<file path="config.mk">
export PLATFORM = sky130hd
export DESIGN_NAME = ko_banner_sequencer
export DESIGN_NICKNAME = d
export VERILOG_FILES = /design/src/rtl/ko_banner_sequencer.sv
export SDC_FILE = /design/constraint.sdc
export NUM_CORES = 1
export LEC_CHECK = 0
export ABC_CLOCK_PERIOD_IN_PS = 2920
export CAP_MARGIN = 20
export CORE_AREA = 3 3 66 68
export DETAILED_ROUTE_END_ITERATION = 7
export DIE_AREA = 0 0 69 71
export PLACE_DENSITY_LB_ADDON = 0.12
export RECOVER_POWER = 25
export SYNTH_ARGS = -nofsm -noshare
export SYNTH_HDL_FRONTEND = slang
export SYNTH_SLANG_ARGS = --single-unit
</file>
<file path="constraint.sdc">
create_clock -name clk -period 2.92 [get_ports clk]
set_clock_uncertainty 0.2 [all_clocks]
set_input_delay 0.438 -clock clk [delete_from_list [all_inputs] [get_ports clk]]
set_output_delay 0.438 -clock clk [all_outputs]
set_load 0.01 [all_outputs]
</file>
<file path="src/rtl/ko_banner_sequencer.sv">
// ============================================================================
// Module  : ko_banner_sequencer
// Purpose : KO banner overlay sequencer (freeze, blink, hold, round-over pulse)
//           with a registered game/KO pixel mux. Optional macro: KO_DIM_EN.
// Revision: 1.0 - initial release
// ============================================================================
`default_nettype none

module ko_banner_sequencer #(
  parameter int FREEZE_FRAMES = 15,
  parameter int BLINK_FRAMES  = 8,
  parameter int BLINK_COUNT   = 3,
  parameter int HOLD_FRAMES   = 60
) (
  input  logic        clk,
  input  logic        reset,
  input  logic        frame_tick,
  input  logic        ko_trigger,
  input  logic [15:0] game_colour,
  input  logic [15:0] ko_colour,
  output logic [15:0] oled_colour,
  output logic        overlay_on,
  output logic        freeze,
  output logic        busy,
  output logic        round_over
);

  localparam logic [7:0] C_FREEZE_LAST = 8'(FREEZE_FRAMES - 1);
  localparam logic [7:0] C_BLINK_LAST  = 8'(BLINK_FRAMES - 1);
  localparam logic [7:0] C_HOLD_LAST   = 8'(HOLD_FRAMES - 1);
  localparam logic [3:0] C_CYCLE_LAST  = 4'(BLINK_COUNT - 1);

  typedef enum logic [2:0] {
    IDLE      = 3'd0,
    FREEZE    = 3'd1,
    BLINK_ON  = 3'd2,
    BLINK_OFF = 3'd3,
    HOLD      = 3'd4,
    DONE      = 3'd5
  } state_t;

  state_t      r_state;
  state_t      w_next;
  logic [7:0]  r_cnt;
  logic [3:0]  r_blink;
  logic [3:0]  w_blink_next;
  logic        r_overlay;
  logic        r_busy;
  logic        r_round_over;
  logic [15:0] r_oled;
  logic [15:0] w_pix;

  // Timed states only advance on a frame tick so overlay edges land on frame boundaries.
  always_comb begin
    w_next       = r_state;
    w_blink_next = r_blink;
    case (r_state)
      IDLE: begin
        if (ko_trigger) w_next = FREEZE;
      end
      FREEZE: begin
        if (frame_tick && r_cnt == C_FREEZE_LAST) begin
          w_next       = BLINK_ON;
          w_blink_next = 4'd0;
        end
      end
      BLINK_ON: begin
        if (frame_tick && r_cnt == C_BLINK_LAST) w_next = BLINK_OFF;
      end
      BLINK_OFF: begin
        if (frame_tick && r_cnt == C_BLINK_LAST) begin
          if (r_blink == C_CYCLE_LAST) begin
            w_next = HOLD;
          end else begin
            w_next       = BLINK_ON;
            w_blink_next = r_blink + 4'd1;
          end
        end
      end
      HOLD: begin
        if (frame_tick && r_cnt == C_HOLD_LAST) w_next = DONE;
      end
      DONE: begin
        w_next = IDLE;
      end
      default: begin
        w_next = IDLE;
      end
    endcase
  end

  always_comb begin
    w_pix = game_colour;
    if (r_overlay) begin
      if (ko_colour != 16'h0000) begin
        w_pix = ko_colour;
      end else begin
`ifdef KO_DIM_EN
        w_pix = {1'b0, game_colour[15:12], 1'b0, game_colour[10:6], 1'b0, game_colour[4:1]};
`else
        w_pix = game_colour;
`endif
      end
    end
  end

  always_ff @(posedge clk or posedge reset) begin
    if (reset) begin
      r_state      <= IDLE;
      r_cnt        <= 8'd0;
      r_blink      <= 4'd0;
      r_overlay    <= 1'b0;
      r_busy       <= 1'b0;
      r_round_over <= 1'b0;
      r_oled       <= 16'h0000;
    end else begin
      r_state <= w_next;
      r_blink <= w_blink_next;
      if (w_next != r_state) begin
        r_cnt <= 8'd0;
      end else if (frame_tick && r_state != IDLE) begin
        r_cnt <= r_cnt + 8'd1;
      end
      // Status flags decode the next state so they line up with the state itself.
      r_overlay    <= (w_next == BLINK_ON) || (w_next == HOLD);
      r_busy       <= (w_next != IDLE);
      r_round_over <= (w_next == DONE);
      r_oled       <= w_pix;
    end
  end

  assign oled_colour = r_oled;
  assign overlay_on  = r_overlay;
  assign freeze      = r_busy;
  assign busy        = r_busy;
  assign round_over  = r_round_over;

endmodule

`default_nettype wire

</file>
==> impl_metrics.tcl <==
set metrics [dict create \
    highest_layer "met4" \
    antenna_found_initial 0 \
    synth_area_per_cell_um2 11.3 \
    post_cts_buffers 0 \
    vias 1348 \
    utilization_pct 60.7 \
    boundaryPins 56 \
    grt_pass1_wl_mm 7.03 \
    yosys.area.top_type_share_pct 50.7 \
    dpl.cell_count 251 \
    finalHoldViolCount 0 \
    pre_cts_ws_ps 178 \
    routed_wirelength_mm 4.18 \
    finish.net_count 248 \
    die-area_um2 4900 \
    synth_most_common_cell "dfrtp_1" \
    ys_seq_area_share_pct 50.7 \
    synth_common_cells "dfrtp_1 (34), nor2_1 (18), mux2_2 (16)" \
    maxCapViolCount 0 \
    slowest_stage "clkdlybuf4s50_1" \
    dr_wl_met2_mm 2.05 \
    ys_ff_latch 34 \
    crit_buf_inv 1 \
    die_x_um 69 \
    crit_path_end_kind "flop" \
    min_period_ps 2470 \
    peakVddDrop_mv 0.418 \
    wl_met1_mm 1.80 \
    synth_edf_count 0 \
    drc 0 \
    dpl.hpwl_mm 3.09 \
    maxSlewViolCount 0 \
    ctsRootBufferMaster "clkbuf_8" \
    cts_buffer_depth 2 \
    die_h_um 71 \
    synth_flop_cell "dfrtp_1" \
    critPathLaunchType "input pin" \
    dr_wl_met3_um 288 \
    tns_ps 0 \
    fin_crit_sh_pct 84.5 \
    grt_pass1_vias 1419 \
    setup_slack_ps 453 \
    max_stage_delay_ps 560 \
    whs_ps 304 \
    place.gp.congestion 0.796 \
    p_leak_nw 0.997 \
    crit_fanout 6 \
    diodes 0 \
    layout-drive-gt1-share_pct 16.7 \
    grt_use_total_pct 18.1 \
    synth_top_cells_by_area "dfrtp_1 (51%), mux2_2 (11%), nor2_1 (4.0%)" \
    ant_nets 0 \
    cts.sinks 34 \
    crit_arrival_ps 2440 \
    final_cells 259 \
    fmax_mhz 405 \
    async_reset_ff_share_pct 100 \
    core_area_um2 3910 \
    critPathKind "in -> reg" \
    start_util_pct 42.9 \
    rows 23 \
    syn_area_um2 1680 \
    wire_per_inst_um 16.1 \
    port_buffers 55 \
    cts-buffers-inserted 5 \
    hold_buffers 0 \
    status "finished clean" \
    syn_to_final_growth_pct 41.4 \
    yosysWarnings 0 \
    synth_nets 189 \
    drtPass1Iterations 4 \
    synth_cell_type_count 39 \
    worst_pin_slew_ps 559 \
    power_density_nw_per_um2 704 \
    setup_viol 0 \
    grt_max_degree 35 \
    syn_inst 149 \
    critPathTopFamily "simple AND/OR/NAND/NOR gates" \
    cts-resized-gates 0 \
    grt-ovfl-total 0 \
    yosysTopAreaCell "dfrtp_1" \
    cts_tree "done" \
    drt_iter0_drc 43 \
    maxSlewHeadroom_pct 62.3 \
    worstPathRequired_ps 2890 \
    clock_latency_ps 280 \
    clkTransAtPathRegs_ps 70 \
    hp-class "reg -> reg" \
    rsz0062_at_grt "false" \
    via_per_inst 5.20 \
    htree_num_levels 2 \
    crit_chain "clkdlybuf4s50_1 -> nand4bb_1 -> or3b_4 -> nor3b_4 -> a41o_2 -> mux2_4" \
]
[power by group]
part / switching (mW) / internal (mW)
Combinational: 0.297 / 0.329
Clock: 0.163 / 0.190
Sequential: 0.119 / 0.575
[state kept, by name, indices dropped and copies added (netlist names)]
name / cells
r_blink: 4
busy: 1
round_over: 1
overlay_on: 1
r_cnt: 8
oled_colour: 16
r_state: 3
[metrics by stage]
step	area, um2	total power, mW
after global placement	2280	1.30
after CTS	2370	1.69
after detailed placement	2280	1.32
after global routing	2370	1.79
after floorplan	1680	1.09
final	2370	1.67
[final timing paths]
kind	from	endpoint	slack, ps	cells past startpoint
max in group asynchronous	reset	r_cnt[5]	1700	3
hold / removal	r_blink[3]	r_blink[3]	300	1
setup reg to reg	r_cnt[1]	r_blink[1]	570	6
min in group asynchronous	reset	oled_colour[14]	500	3
setup / recovery	frame_tick	r_blink[1]	450	6
hold reg to reg	r_blink[3]	r_blink[3]	300	1
[cell families (layout without fill, tap and decap cells)]
logic type / Yosys count / count (layout) / share of synthesized area, %
AO/OA/AOI/OAI: 22 / 22 / 9.24
buffers and inverters: 10 / 70 / 2.76
flip-flops: 34 / 34 / 50.7
AND/OR/NAND/NOR: 55 / 55 / 19.1
XOR/XNOR: 7 / 7 / 3.65
adder cells (fa/ha/maj): 4 / 4 / 2.98
multiplexers: 17 / 17 / 11.6
[cell type report]
cell class | count | area (um2)
tap | 50 | 62.6
fill | 329 | 1540
clock buffer | 7 | 86.3
multi-input combinational | 105 | 782
clock inverter | 1 | 5.00
inverter | 4 | 15.0
sequential | 34 | 851
timing repair buffer | 58 | 573
[layout by cell type (no fill, tap or decap), types with 2 or more instances in the layout]
cell / netlist / routed
a21oi_1: 7 / 7
o31ai_1: 2 / 2
a31oi_1: 2 / 2
ha_1: 4 / 4
nand2b_1: 2 / 2
dfrtp_1: 34 / 34
nor4_1: 4 / 4
inv_1: 4 / 4
mux2_2: 16 / 16
xnor2_1: 5 / 5
nand2_1: 6 / 6
and3_1: 5 / 5
nor3_1: 4 / 4
nand3_1: 4 / 4
buf_4: 1 / 3
xor2_1: 2 / 2
clkbuf_8: 0 / 6
nand3b_1: 3 / 3
nor2_1: 18 / 18
nor3b_4: 2 / 2
a41oi_1: 2 / 2
clkdlybuf4s50_1: 0 / 54
[metal layers]
metal  GRT usage, %  up-vias
li1               -      659
met1           22.2      620
met2           30.0       64
met3           6.39        5
met4           5.64        0
met5              0        -
Power figures use the tool's default switching activity.
